### src/rtl/bf16_dot_mac_stream.sv
// Streaming bf16 dot-product accumulator: each accepted beat adds the pairwise-tree sum
// of LANES lane products into a bf16 accumulator; the result is held until consumed.
module bf16_dot_mac_stream #(
   parameter int LANES = 2,
   parameter int CNT_W = 8
) (
   input  logic                  clk,
   input  logic                  rst,
   input  logic                  start,
   input  logic [CNT_W-1:0]      len,
   input  logic [15:0]           bias,
   input  logic                  clear,
   input  logic                  in_valid,
   output logic                  in_ready,
   input  logic [16*LANES-1:0]   in_a,
   input  logic [16*LANES-1:0]   in_b,
   output logic                  out_valid,
   input  logic                  out_ready,
   output logic [15:0]           out_data,
   output logic [2:0]            out_flags,
   output logic                  busy
);

   typedef enum logic [1:0] {IDLE, ACCUM, DONE} state_t;

   localparam logic [15:0] QNAN = 16'h7FC0;

   state_t             state, state_d;
   logic [15:0]        acc;
   logic [CNT_W-1:0]   cnt;
   logic [16*LANES-1:0] prod;
   logic [15:0]        beat_sum, acc_sum;
   logic               accept;

   // Round-to-nearest-even on a normalised significand, then saturate to Inf or flush to zero.
   function automatic logic [15:0] round_pack(input logic sign, input int exp_in,
                                              input logic [6:0] man, input logic guard,
                                              input logic sticky);
      logic [7:0] m8;
      int         e;
      m8 = {1'b0, man} + {7'h00, guard & (sticky | man[0])};
      e  = exp_in;
      if (m8[7]) e = e + 1;
      if (e >= 255) return {sign, 8'hFF, 7'h00};
      if (e <= 0)   return {sign, 15'h0000};
      return {sign, e[7:0], m8[6:0]};
   endfunction

   function automatic logic [15:0] bf16_canon(input logic [15:0] x);
      if (x[14:7] == 8'hFF && x[6:0] != 7'h00) return QNAN;
      if (x[14:7] == 8'h00) return {x[15], 15'h0000};
      return x;
   endfunction

   function automatic logic [15:0] bf16_mul(input logic [15:0] a, input logic [15:0] b);
      logic        s, a_nan, b_nan, a_inf, b_inf, a_zero, b_zero;
      logic [15:0] p;
      int          e;
      s      = a[15] ^ b[15];
      a_nan  = (a[14:7] == 8'hFF) && (a[6:0] != 7'h00);
      b_nan  = (b[14:7] == 8'hFF) && (b[6:0] != 7'h00);
      a_inf  = (a[14:7] == 8'hFF) && (a[6:0] == 7'h00);
      b_inf  = (b[14:7] == 8'hFF) && (b[6:0] == 7'h00);
      a_zero = (a[14:7] == 8'h00);
      b_zero = (b[14:7] == 8'h00);
      if (a_nan || b_nan) return QNAN;
      if (a_inf || b_inf) return (a_zero || b_zero) ? QNAN : {s, 8'hFF, 7'h00};
      if (a_zero || b_zero) return {s, 15'h0000};
      p = {8'h00, 1'b1, a[6:0]} * {8'h00, 1'b1, b[6:0]};
      e = int'(a[14:7]) + int'(b[14:7]) - 127;
      if (p[15]) return round_pack(s, e + 1, p[14:8], p[7], |p[6:0]);
      return round_pack(s, e, p[13:7], p[6], |p[5:0]);
   endfunction

   // Operands aligned in a 19-bit frame: carry, hidden bit, 7 mantissa bits, 10 extra bits
   // with shifted-out bits folded into bit 0 as sticky.
   function automatic logic [15:0] bf16_add(input logic [15:0] a, input logic [15:0] b);
      logic        a_nan, b_nan, a_inf, b_inf, a_zero, b_zero;
      logic [15:0] big, sml;
      logic [18:0] fb, fs, al, sum, norm;
      logic        lost;
      int          diff, p;
      a_nan  = (a[14:7] == 8'hFF) && (a[6:0] != 7'h00);
      b_nan  = (b[14:7] == 8'hFF) && (b[6:0] != 7'h00);
      a_inf  = (a[14:7] == 8'hFF) && (a[6:0] == 7'h00);
      b_inf  = (b[14:7] == 8'hFF) && (b[6:0] == 7'h00);
      a_zero = (a[14:7] == 8'h00);
      b_zero = (b[14:7] == 8'h00);
      if (a_nan || b_nan) return QNAN;
      if (a_inf && b_inf) return (a[15] == b[15]) ? a : QNAN;
      if (a_inf) return a;
      if (b_inf) return b;
      if (a_zero && b_zero) return {a[15] & b[15], 15'h0000};
      if (a_zero) return b;
      if (b_zero) return a;
      if (a[14:0] >= b[14:0]) begin
         big = a;
         sml = b;
      end else begin
         big = b;
         sml = a;
      end
      fb   = {2'b01, big[6:0], 10'h000};
      fs   = {2'b01, sml[6:0], 10'h000};
      diff = int'(big[14:7]) - int'(sml[14:7]);
      if (diff >= 19) begin
         al = 19'd1;
      end else begin
         al    = fs >> diff;
         lost  = |(fs & ((19'd1 << diff) - 19'd1));
         al[0] = al[0] | lost;
      end
      sum = (big[15] == sml[15]) ? fb + al : fb - al;
      if (sum == 19'd0) return 16'h0000;
      p = 0;
      for (int i = 0; i < 19; i++) begin
         if (sum[i]) p = i;
      end
      norm = sum << (18 - p);
      return round_pack(big[15], int'(big[14:7]) + p - 17, norm[17:11], norm[10], |norm[9:0]);
   endfunction

   // Balanced reduction in lane order: leaves at LANES..2*LANES-1, root at node 1.
   function automatic logic [15:0] tree_sum(input logic [16*LANES-1:0] pv);
      logic [15:0] node [1:2*LANES-1];
      for (int k = 0; k < LANES; k++) node[LANES+k] = pv[16*k +: 16];
      for (int i = LANES - 1; i >= 1; i--) node[i] = bf16_add(node[2*i], node[2*i+1]);
      return node[1];
   endfunction

   always_comb begin
      prod = '0;
      for (int k = 0; k < LANES; k++) begin
         prod[16*k +: 16] = bf16_mul(in_a[16*k +: 16], in_b[16*k +: 16]);
      end
      beat_sum = tree_sum(prod);
      acc_sum  = bf16_add(acc, beat_sum);
   end

   assign accept = (state == ACCUM) && in_valid && !clear;

   always_comb begin
      state_d   = state;
      in_ready  = 1'b0;
      out_valid = 1'b0;
      case (state)
         IDLE: begin
            if (start) state_d = (len == '0) ? DONE : ACCUM;
         end
         ACCUM: begin
            in_ready = !clear;
            if (in_valid && cnt == CNT_W'(1)) state_d = DONE;
         end
         DONE: begin
            out_valid = !clear;
            if (out_ready) state_d = IDLE;
         end
         default: state_d = IDLE;
      endcase
      if (clear) state_d = IDLE;
   end

   always_ff @(posedge clk) begin
      if (rst) begin
         state <= IDLE;
         acc   <= 16'h0000;
         cnt   <= '0;
      end else begin
         state <= state_d;
         if (clear) begin
            acc <= 16'h0000;
            cnt <= '0;
         end else if (state == IDLE && start) begin
            acc <= bf16_canon(bias);
            cnt <= len;
         end else if (accept) begin
            acc <= acc_sum;
            cnt <= cnt - CNT_W'(1);
         end
      end
   end

   assign out_data  = acc;
   assign out_flags = {(acc[14:7] == 8'hFF) && (acc[6:0] != 7'h00),
                       (acc[14:7] == 8'hFF) && (acc[6:0] == 7'h00),
                       (acc[14:7] == 8'h00)};
   assign busy      = (state != IDLE);

endmodule
### config.mk
export PLATFORM = sky130hd
export DESIGN_NAME = bf16_dot_mac_stream
export DESIGN_NICKNAME = d
export VERILOG_FILES = /design/src/rtl/bf16_dot_mac_stream.sv
export SDC_FILE = /design/constraint.sdc
export NUM_CORES = 1
export LEC_CHECK = 0
export ABC_CLOCK_PERIOD_IN_PS = 38800
export BUFFER_PORTS_ARGS = -buffer_cell sky130_fd_sc_hd__buf_4
export CAP_MARGIN = 5
export CORE_ASPECT_RATIO = 1.2
export CORE_MARGIN = 2
export CORE_UTILIZATION = 50
export CTS_CLUSTER_SIZE = 25
export DETAILED_ROUTE_END_ITERATION = 12
export PLACE_DENSITY = 0.64
export SETUP_SLACK_MARGIN = 0.5
export SYNTH_ARGS = -nofsm -noshare
export SYNTH_HDL_FRONTEND = slang
export SYNTH_SLANG_ARGS = --single-unit
### constraint.sdc
create_clock -name clk -period 38.8 [get_ports clk]
set_clock_uncertainty 0.1 [all_clocks]
set_input_delay 3.88 -clock clk [delete_from_list [all_inputs] [get_ports clk]]
set_output_delay 3.88 -clock clk [all_outputs]
set_load 0.02 [all_outputs]
* Yosys cells after proc, flatten, opt, wreduce, memory -nomap -nowiden
Cells that the tools add are included.
** Operators by class
- Add/sub/neg operators :: 31
- Multipliers :: 2
- Bitwise gates (word level) :: 20
- Multiplexer cells :: 425
- Shifts and indexed selects :: 6
- Order comparisons :: 16
- Divide/modulo/power cells :: 0
- Reductions and logical operators :: 76
- Equality and inequality tests :: 19
** Operators by type and width (number)
- $mux 32 :: 88
- $mux 16 :: 125
- $mux 19 :: 18
- $ge 32x9->1 const B :: 6
- $le 32x1->1 const B :: 6
- $mux 1 :: 187
- $add 32x2->32 const B :: 4
- $logic_not 8->1 :: 10
- $eq 8x8->1 const B :: 9
- $add 9x32->32 :: 2
- $shl 1x32->19 const A :: 2
- $shl 19x32->18 :: 2
- $shr 18x32->19 :: 2
- $sub 32x6->32 const B :: 2
- $sub 6x32->32 const A :: 2
- $reduce_bool 7->1 :: 9
- $logic_not 7->1 :: 8
- $add 7x1->8 :: 6
- $add 18x19->19 :: 2
- $and 18x19->19 :: 2
- $logic_not 19->1 :: 2
- $reduce_or 19->1 :: 2
- $sub 18x19->19 :: 2
- $sub 19x1->19 const B :: 2
- 30 further kinds :: 95
** Word-level totals
- Bits in latches :: 0
- Register bits after elaboration :: 26
- Input bits :: 94
- Output and inout bits :: 22
- Memories kept :: 0
- ROM bits :: 0
- Bits in writable memories :: 0
- Word-level logic and storage cells :: 598

* Depth between registers and ports, before layout
Gate-level depths: netlist of run 1.
- Word-level depth :: 269
- Depth in mapped cells :: 165
- Mapped depth without buffers :: 153

* Worst setup path after synthesis of run 1
Ideal clock, no wire load.
- Path kind :: input port to flip-flop
- From :: input port in_a[1]
- To :: register acc[2] (netlist: out_data[2])
- Data required time :: 38641 ps
- Stages on the path :: 147
- Buffers on the path :: 15
- Library setup time :: 59 ps
- Path slack :: 5744 ps
- Arrival time :: 32897 ps
- Path through :: and2_1 > fa_1 > inv_1 > fa_1 > inv_1 > fa_1 > fa_1 > ha_1 > and2_1 > a221o_1 > o2111ai_1 > and4_1 > buf_4 > and4_1 > buf_2 > nand2_2 > or4_4 > or4_4 > (+111 left out) > a21o_1 > a21oi_1 > o21bai_1 > a21oi_1 > o21bai_1 > a21oi_1 > ha_1 > inv_1 > nand2_1 > nor3_1 > a32oi_1 > mux2_2 > a31oi_1 > inv_1 > a2111oi_0 > mux2i_1 > o311ai_0 > o211a_1
** Between the ends
- Word-level cells in the longest chain between the ends :: 200
- Elaborated cells between the ends (all ways) :: 402
- Classes of those cells :: add/sub: 20; mul: 1; order compare: 12; eq/ne: 6; shift: 6; mux: 314; bitwise: 13; reduce/logical: 30
** RTL lines
- start: declaration :: RTL line 15 : input logic [16*LANES-1:0] in_a,
- $mul 8x8->16 :: RTL line 69 : p = {8'h00, 1'b1, a[6:0]} * {8'h00, 1'b1, b[6:0]};
- $reduce_or 7->1 :: RTL line 71 : if (p[15]) return round_pack(s, e + 1, p[14:8], p[7], |p[6:0]);
- $or 1x1->1 :: RTL line 41 : m8 = {1'b0, man} + {7'h00, guard & (sticky | man[0])};
- $and 1x1->1 :: RTL line 41
- $add 7x1->8 :: RTL line 41
- $mux 32 :: RTL line 43 : if (m8[7]) e = e + 1;
- $mux 32 :: RTL line 71
- $mux 32 :: RTL line 69
- (+14 left out)
- $mux 16 :: RTL line 68 : if (a_zero || b_zero) return {s, 15'h0000};
- $mux 16 * :: RTL line 67 : if (a_inf || b_inf) return (a_zero || b_zero) ? QNAN : {s, 8'hFF, 7'h00};
- branches (longest 86 deep; another with $sub 19x1->19)
- $mux 16 * :: RTL line 90 : if (a_inf && b_inf) return (a[15] == b[15]) ? a : QNAN;
- branches (longest 86 deep; another with $sub 19x1->19)
- $mux 16 * :: RTL line 90
- $mux 16 * :: RTL line 176 : end else if (accept) begin
- $mux 16 * :: RTL line 173 : end else if (state == IDLE && start) begin
- end signal: assignment :: RTL line 174 : acc <= bf16_canon(bias);
- end signal: assignment :: RTL line 177 : acc <= acc_sum;
- end: declaration :: RTL line 29 : logic [15:0] acc;
Every way passes the cells marked *. The select of a mux whose other input is x is not followed.
A chain may end at the register's enable or synchronous reset.

* Worst setup path in the final report of run 1
- From :: input port in_b[22]
- To :: register acc[6] (netlist: out_data[6])
** Between the ends
- Word-level cells in the longest chain between the ends :: 200
- Elaborated cells between the ends (all ways) :: 403
- Classes of those cells :: add/sub: 20; mul: 1; order compare: 12; eq/ne: 6; shift: 6; mux: 316; bitwise: 13; reduce/logical: 29
** RTL lines
- start: declaration :: RTL line 16 : input logic [16*LANES-1:0] in_b,
- $mul 8x8->16 :: RTL line 69
- $reduce_or 7->1 :: RTL line 71
- $or 1x1->1 :: RTL line 41
- $and 1x1->1 :: RTL line 41
- $add 7x1->8 :: RTL line 41
- $mux 32 :: RTL line 43
- $mux 32 :: RTL line 71
- $mux 32 :: RTL line 69
- (+14 left out)
- $mux 16 :: RTL line 68
- $mux 16 * :: RTL line 67
- branches (longest 86 deep; another with $sub 19x1->19)
- $mux 16 * :: RTL line 90
- branches (longest 86 deep; another with $sub 19x1->19)
- $mux 16 * :: RTL line 90
- $mux 16 * :: RTL line 176
- $mux 16 * :: RTL line 173
Marked as above.

==> results.txt, run 1 <==
----------------------------------------------------
[Routing]
  First-pass iteration count of the detailed router ... 6
  Routed length on met2 ... 43,200 µm
  Number of DRC markers after the initial detailed-route iteration ... 2,998
  DRC violation count after routing ... 0
  Detailed-routing wirelength on met1 ... 35,900 µm
  Total routed wirelength ... 88,900 µm
  Uppermost layer routed ... met4
  Number of nets with antenna violations after routing ... 0
  Wire length per cell ... 20.4 µm
  Routed via count ... 29,142
  Via-to-Cell Ratio ... 6.70
  Routed length on met3 ... 5170 µm

[Worst setup path]
  Most used cell along the critical path ... nor2_1
  WP data arrival ... 36.01 ns
  Capturing element type of the critical path ... flop
  Critical-path cell with the highest stage delay ... a221o_2
  Critical path buffers and inverters ... 15
  Source of the worst register-to-register timing path ... out_data[0]
  Flop-to-flop setup slack ... 24.69 ns
  Crit-path leading delay family ... compound AO/OA/AOI/OAI gates
  Critical Path Fanout Max ... 51
  Endpoint of the worst register-to-register path ... out_data[6]
  Worst reg-to-reg path cell count ... 55
  Maximum cell stage delay along the critical path ... 0.74 ns
  Required time of the worst setup path ... 38.88 ns
  Critical path class ... input port to flop
  Kind of start point of the critical path ... input port

[Floorplanning]
  Die ar. ... 0.0523 mm²
  Width of the chip ... 209 µm
  Initial core utilization ... 0.504
  Total core area ... 0.0501 mm²
  Placement row count ... 90
  # IOs ... 116
  Chip Height ... 250 µm

[Timing]
  Final worst path period share ... 0.926
  Transition time at the pin with the least slew margin ... 1.08 ns
  Hold violation total from the final report ... 0
  Top achievable clock speed ... 0.0278 GHz
  Headroom to the max-slew limit ... 0.275
  Number of pins with negative max-slew slack in the final report ... 0
  Crit path time final ... 35.93 ns
  # setup viols final ... 0
  Sum of negative setup slack ... 0 ns
  Unrepaired setup endpoints after global routing ... false

[Min path]
  Hold WC Path Type ... flop to flop
  Endpoint with the worst hold slack ... cnt[5]
  Startpoint of the most critical hold path ... cnt[5]
  Number of cells on the worst hold path ... 2

[Global routing]
  Initial antenna violation count ... 0
  Maximum number of pins on one net before global-route repair ... 52
  Wire length of the first global-routing pass ... 142,000 µm
  Overflow after GRT ... 0
  Via count of the first global-routing pass ... 27,252
  Total GRT Usage ... 0.325

[Clock tree]
  Post-CTS Hold Buffers ... 0
  Sinks on Clock Net ... 26
  TritonCTS clock tree ... built
  Clock slew at reported path FFs ... 0.07 ns
  Root Buffer ... clkbuf_16
  Clock insertion delay at the later pin of the skew report ... 0.27 ns
  Number of H-tree levels ... 1
  TritonCTS Buffers ... 3
  Clock Path Buffers ... 2

[Yosys]
  Cells after synthesis ... 3,717
  Syn_area_per_cell ... 6.80 µm²
  Post-synthesis register bit count ... 26
  Main flop type after synthesis ... dfxtp_1
  Ys Warns ... 0
  Fraction of registers with async set/reset ... 0
  Register area share after synthesis ... 0.0206
  Number of distinct library cells after synthesis ... 132
  Syn Std Cell Area ... 0.0253 mm²
  Number of enable flip-flop cells after synthesis ... 0
  Post-Syn Nets ... 4,111

[Cells and area]
  Signed area change from the synthesized netlist to the final layout ... 5.40%
  Final layout net count ... 4,098
  Fraction of final layout cells with drive strength greater than 1 ... 0.0940
  Number of filler instances in the final layout ... 5,154
  Antenna Cells ... 0

[Flow run]
  Number of violations of the max-capacitance limit ... 0

[Placed design]
  Routability Congestion ... 1.02
  Number of I/O port buffers ... 115
  Sum of net half-perimeters after detailed placement ... 72,500 µm

[Run status]
  Run status ... complete, no violations

----------------------------------------------------
[cell families (layout without fill, tap and decap cells)]
group / count (synthesis) / in the layout / share of synthesized area
adders and majority gates: 300 / 300 / 0.172
and+or+nand+nor: 1600 / 1600 / 0.322
AOI/OAI and AO/OA: 1141 / 1141 / 0.332
muxes: 79 / 79 / 0.0325
xor gates and xnor gates: 142 / 142 / 0.0504
DFF: 26 / 26 / 0.0206
buffers and inverters: 429 / 415 / 0.0708
[placed cells by master, fill, tap and decap left out, types with 61 or more instances in the layout]
| master | Yosys | routed |
|---|---|---|
| nor2_1 | 396 | 393 |
| nand2_1 | 350 | 348 |
| inv_1 | 255 | 255 |
| ha_1 | 222 | 221 |
| a21oi_1 | 201 | 199 |
| o21ai_0 | 167 | 167 |
| buf_4 | 23 | 150 |
| nand3_1 | 151 | 149 |
| nor3_1 | 144 | 143 |
| and2_1 | 109 | 109 |
| xnor2_1 | 98 | 95 |
| fa_1 | 78 | 78 |
| nor4_1 | 65 | 64 |
| a211oi_1 | 65 | 64 |
| nand4_1 | 63 | 63 |
| a31oi_1 | 61 | 61 |
[layout make-up]
type                    count  area (µm²)  area share
clock buffers               4        88.8     0.00334
inverters                 261         981      0.0368
multi-input cells        3262       23100       0.868
flip-flops and latches     26         520      0.0196
well taps                 644         806      0.0303
repair buffers            150        1130      0.0423
[sequential cells by signal, summed over array words and instances (netlist names)]
| name | count |
|---|---|
| out_data | 16 |
| cnt | 8 |
| state | 2 |
[what timing repair did]
| item | CTS | global route |
|---|---|---|
| hold endpoints to repair | 0 | 0 |
| endpoints found under the setup margin | 0 | 15 |
| gates resized for setup | 0 | 25 |
| buffers inserted | 0 | 5 |
[per-layer routing]
layer / global-route usage / vias up
met4: 0.144 / 0
met2: 0.581 / 1236
met3: 0.0217 / 275
li1: - / 13959
met1: 0.401 / 13672
met5: 0 / -
[through the flow]
stage	hold WS (ns)	std cells	instance area (µm²)	setup slack, ns	utilization
after floorplan	0.345	3717	25300	5.74	-
after global placement	0.369	4338	26400	1.92	0.526
after detailed placement	0.365	4338	26400	1.43	0.526
after CTS	0.377	4342	26500	1.60	0.528
after global routing	0.426	4347	26600	0.462	0.531
final	0.374	4347	26600	2.87	0.531
[synthesized netlist by cell type (19+ instances only)]
master	number	area, µm²
dfxtp_1	26	521
mux2i_1	58	581
nand2b_1	39	244
o21a_1	22	165
buf_2	19	95.1
mux2_2	20	225
a21o_1	53	398
nand3_1	151	756
clkbuf_1	109	409
xnor2_1	98	858
fa_1	78	1560
a31oi_1	61	382
nor2_1	396	1490
a21oi_1	201	1010
nand2_1	350	1310
buf_4	23	173
xor2_1	40	350
o22ai_1	23	144
and3_1	57	357
or4_1	26	195
o21ai_0	167	836
or2_2	29	181
o21ai_1	22	110
a22oi_1	21	158
or3_1	43	269
a32oi_1	19	166
o211ai_1	53	398
nor3_1	144	721
nand4_1	63	394
nor2b_1	24	150
o2111ai_1	20	175
nor4_1	65	407
a221oi_1	22	193
a211oi_1	65	488
inv_1	255	957
o31ai_1	26	195
a211o_1	36	315
ha_1	222	2780
and4_1	22	193
and2_1	109	682
[worst max-delay path by stage]
stage | startpoint | end | slack [ns] | cells after the start
final | in_b[22] | out_data[6] | 2.87 | 130
after global routing | in_b[6] | out_data[3] | 0.46 | 146
after CTS | in_b[6] | out_data[6] | 1.60 | 149
after detailed placement | in_b[6] | out_data[6] | 1.43 | 149
after global placement | in_b[6] | out_data[6] | 1.92 | 145
after floorplan | in_a[1] | out_data[2] | 5.74 | 147
[worst min-delay path, delay by kind of cell, from the launching register on]
kind            cells  cell delay (ns)
compound gates      2             0.12
flops               1             0.31
Power of run 1 is left out: the tool's default activity adds up to more than one toggle a clock period on the data nets, which glitch-free logic cannot reach.
==> run 2, diff against run 1 <==
- RECOVER_POWER: default -> 50
==> run 2 against run 1 <==
  * Cell count unchanged
  * Via count increased by 0.23%
  * Non-clock buffer count did not move
  * Sequential cell count stayed put
  * Critical path depth down 5
  * Sequential share of layout area about the same
  * Worst setup slack worse by 0.069 ns
  * Final area is 0.27% lower
  * Register-to-register slack worse by 0.04 ns
  * Die area stayed put
  * Utilization fell by 0.14 points
==> results.txt, run 2 (synthesized netlist as in run 1, its figures left out) <==
----------------------------------------------------
[Worst setup path]
  Critical path buffers and inverters ... 16 (was 15)
  Worst reg-to-reg path cell count ... 57 (was 55)
  Total number of cells along the worst setup path ... 125 (was 130)
  Critical-path cell with the highest stage delay ... a2111oi_4 (was a221o_2)
  Critical Path Fanout Max ... 28 (was 51)
  Capturing element type of the critical path ... flop (unchanged)
  WP data arrival ... 36.08 ns (was 36.01 ns)
  Critical path class ... input port to flop (unchanged)
  Maximum cell stage delay along the critical path ... 0.69 ns (was 0.74 ns)
  Kind of start point of the critical path ... input port (unchanged)
  Crit-path leading delay family ... compound AO/OA/AOI/OAI gates (unchanged)
  Required time of the worst setup path ... 38.88 ns (about the same)
  Most used cell along the critical path ... ha_1 (was nor2_1)

[Global routing]
  Total GRT Usage ... 0.325 (unchanged)
  Overflow after GRT ... 0 (unchanged)
  Initial antenna violation count ... 0 (unchanged)
  GR met1 Demand/Resource ... 0.401 (unchanged)
  Wire length of the first global-routing pass ... 142,000 µm (unchanged)
  Global-route layer with the greatest usage ... met2 (unchanged)
  Maximum number of pins on one net before global-route repair ... 52 (unchanged)
  Via count of the first global-routing pass ... 27,252 (unchanged)
  Met3 layer usage reported by global route ... 0.0217 (unchanged)
  Met2 usage in global routing ... 0.581 (unchanged)

[Placed design]
  Sum of net half-perimeters after detailed placement ... 72,500 µm (unchanged)
  Routability Congestion ... 1.02 (unchanged)
  Number of I/O port buffers ... 115 (unchanged)
  Placement-stage cell area ... 0.0264 mm² (unchanged)

[Floorplanning]
  Initial core utilization ... 0.504 (unchanged)
  Total core area ... 0.0501 mm² (unchanged)
  Chip Height ... 250 µm (unchanged)
  Die ar. ... 0.0523 mm² (unchanged)
  # IOs ... 116 (unchanged)
  Width of the chip ... 209 µm (unchanged)
  Placement row count ... 90 (unchanged)

[Clock tree]
  Number of H-tree levels ... 1 (unchanged)
  Root Buffer ... clkbuf_16 (unchanged)
  TritonCTS clock tree ... built (unchanged)
  Clock Path Buffers ... 2 (unchanged)
  Sinks on Clock Net ... 26 (unchanged)
  TritonCTS Buffers ... 3 (unchanged)
  Clock insertion delay at the later pin of the skew report ... 0.27 ns (about the same)
  Clock slew at reported path FFs ... 0.07 ns (about the same)

[Routing]
  Wire length per cell ... 20.5 µm (was 20.4 µm)
  Number of nets with antenna violations after routing ... 0 (unchanged)
  First-pass iteration count of the detailed router ... 7 (was 6)
  Number of DRC markers after the initial detailed-route iteration ... 2,779 (was 2,998)
  Total routed wirelength ... 88,900 µm (about the same)
  Via-to-Cell Ratio ... 6.72 (was 6.70)
  Routed via count ... 29,208 (was 29,142)
  DRC violation count after routing ... 0 (unchanged)

[Timing]
  Crit path time final ... 36.00 ns (was 35.93 ns)
  Headroom to the max-slew limit ... 0.274 (was 0.275)
  Hold violation total from the final report ... 0 (unchanged)
  Transition time at the pin with the least slew margin ... 1.08 ns (about the same)
  Unrepaired setup endpoints after global routing ... false (unchanged)
  # setup viols final ... 0 (unchanged)
  Top achievable clock speed ... 0.0278 GHz (about the same)
  Final worst path period share ... 0.928 (was 0.926)
  Number of pins with negative max-slew slack in the final report ... 0 (unchanged)
  Sum of negative setup slack ... 0 ns (unchanged)

[Run status]
  Run status ... complete, no violations (unchanged)

[Cells and area]
  Fraction of final layout cells with drive strength greater than 1 ... 0.0888 (was 0.0940)
  Signed area change from the synthesized netlist to the final layout ... 5.12% (was 5.40%)
  Final layout net count ... 4,098 (unchanged)
  Most frequent standard cell in the layout excluding fill and tap cells ... nor2_1 (unchanged)
  Leading cell types in the layout, fill and taps excluded ... nor2_1 (393), nand2_1 (348), inv_1 (255) (unchanged)
  Post-route cell area ... 0.0266 mm² (about the same)
  Flip-flop count of the largest register, all copies and words added ... 16 (unchanged)
  Antenna Cells ... 0 (unchanged)

[Min path]
  Number of cells on the worst hold path ... 2 (unchanged)
  Hold WC Path Type ... flop to flop (unchanged)

[Flow run]
  Number of violations of the max-capacitance limit ... 0 (unchanged)

----------------------------------------------------
==> run 2: final cells by class <==
class                   count  area [µm²]
inverters                 261         981
repair buffers            150        1050
clock buffers               4        88.8
flip-flops and latches     26         520
multi-input cells        3262       23100
fillers                  5168       23600
well taps                 644         806
==> run 2: metal layers <==
metal,wire length (µm),part of all wire
met1,36000,0.40
met2,43100,0.48
met3,5220,0.059
met4,4620,0.052
met5,0,0
==> run 2: path summary, 6_finish.rpt <==
kind / endpoint / slack [ns] / startpoint
min reg2reg: cnt[5] / 0.37 / cnt[5]
max: out_data[6] / 2.80 / in_b[6]
max reg2reg: out_data[6] / 24.65 / out_data[0]
min: cnt[5] / 0.37 / cnt[5]
==> run 2: worst register-to-register path, delay by kind of cell (launching register included) <==
family | cells | cell delay (ns)
buffers and inverters | 7 | 1.41
AO/OA/AOI/OAI | 23 | 4.86
adder cells (fa/ha/maj) | 6 | 1.62
flip-flops | 1 | 0.49
AND/OR/NAND/NOR | 18 | 4.66
multiplexers | 2 | 0.58
XOR/XNOR | 1 | 0.34
==> run 2: what timing repair did <==
item | CTS | global route
hold buffers | 0 | 0
gates resized for setup | 0 | 25
setup endpoints to repair | 0 | 15
setup buffers | 0 | 5
==> run 2: through the flow <==
stage,hold WS (ns),setup slack (ns),std cells,util
2_1_floorplan,0.345,5.74,3717,-
3_3_place_gp,0.369,1.92,4338,0.526
3_5_place_dp,0.365,1.43,4338,0.526
4_1_cts,0.377,1.60,4342,0.528
5_1_grt,0.426,0.463,4347,0.530
6_report,0.374,2.80,4347,0.530
Power of run 2 is left out for the same reason.
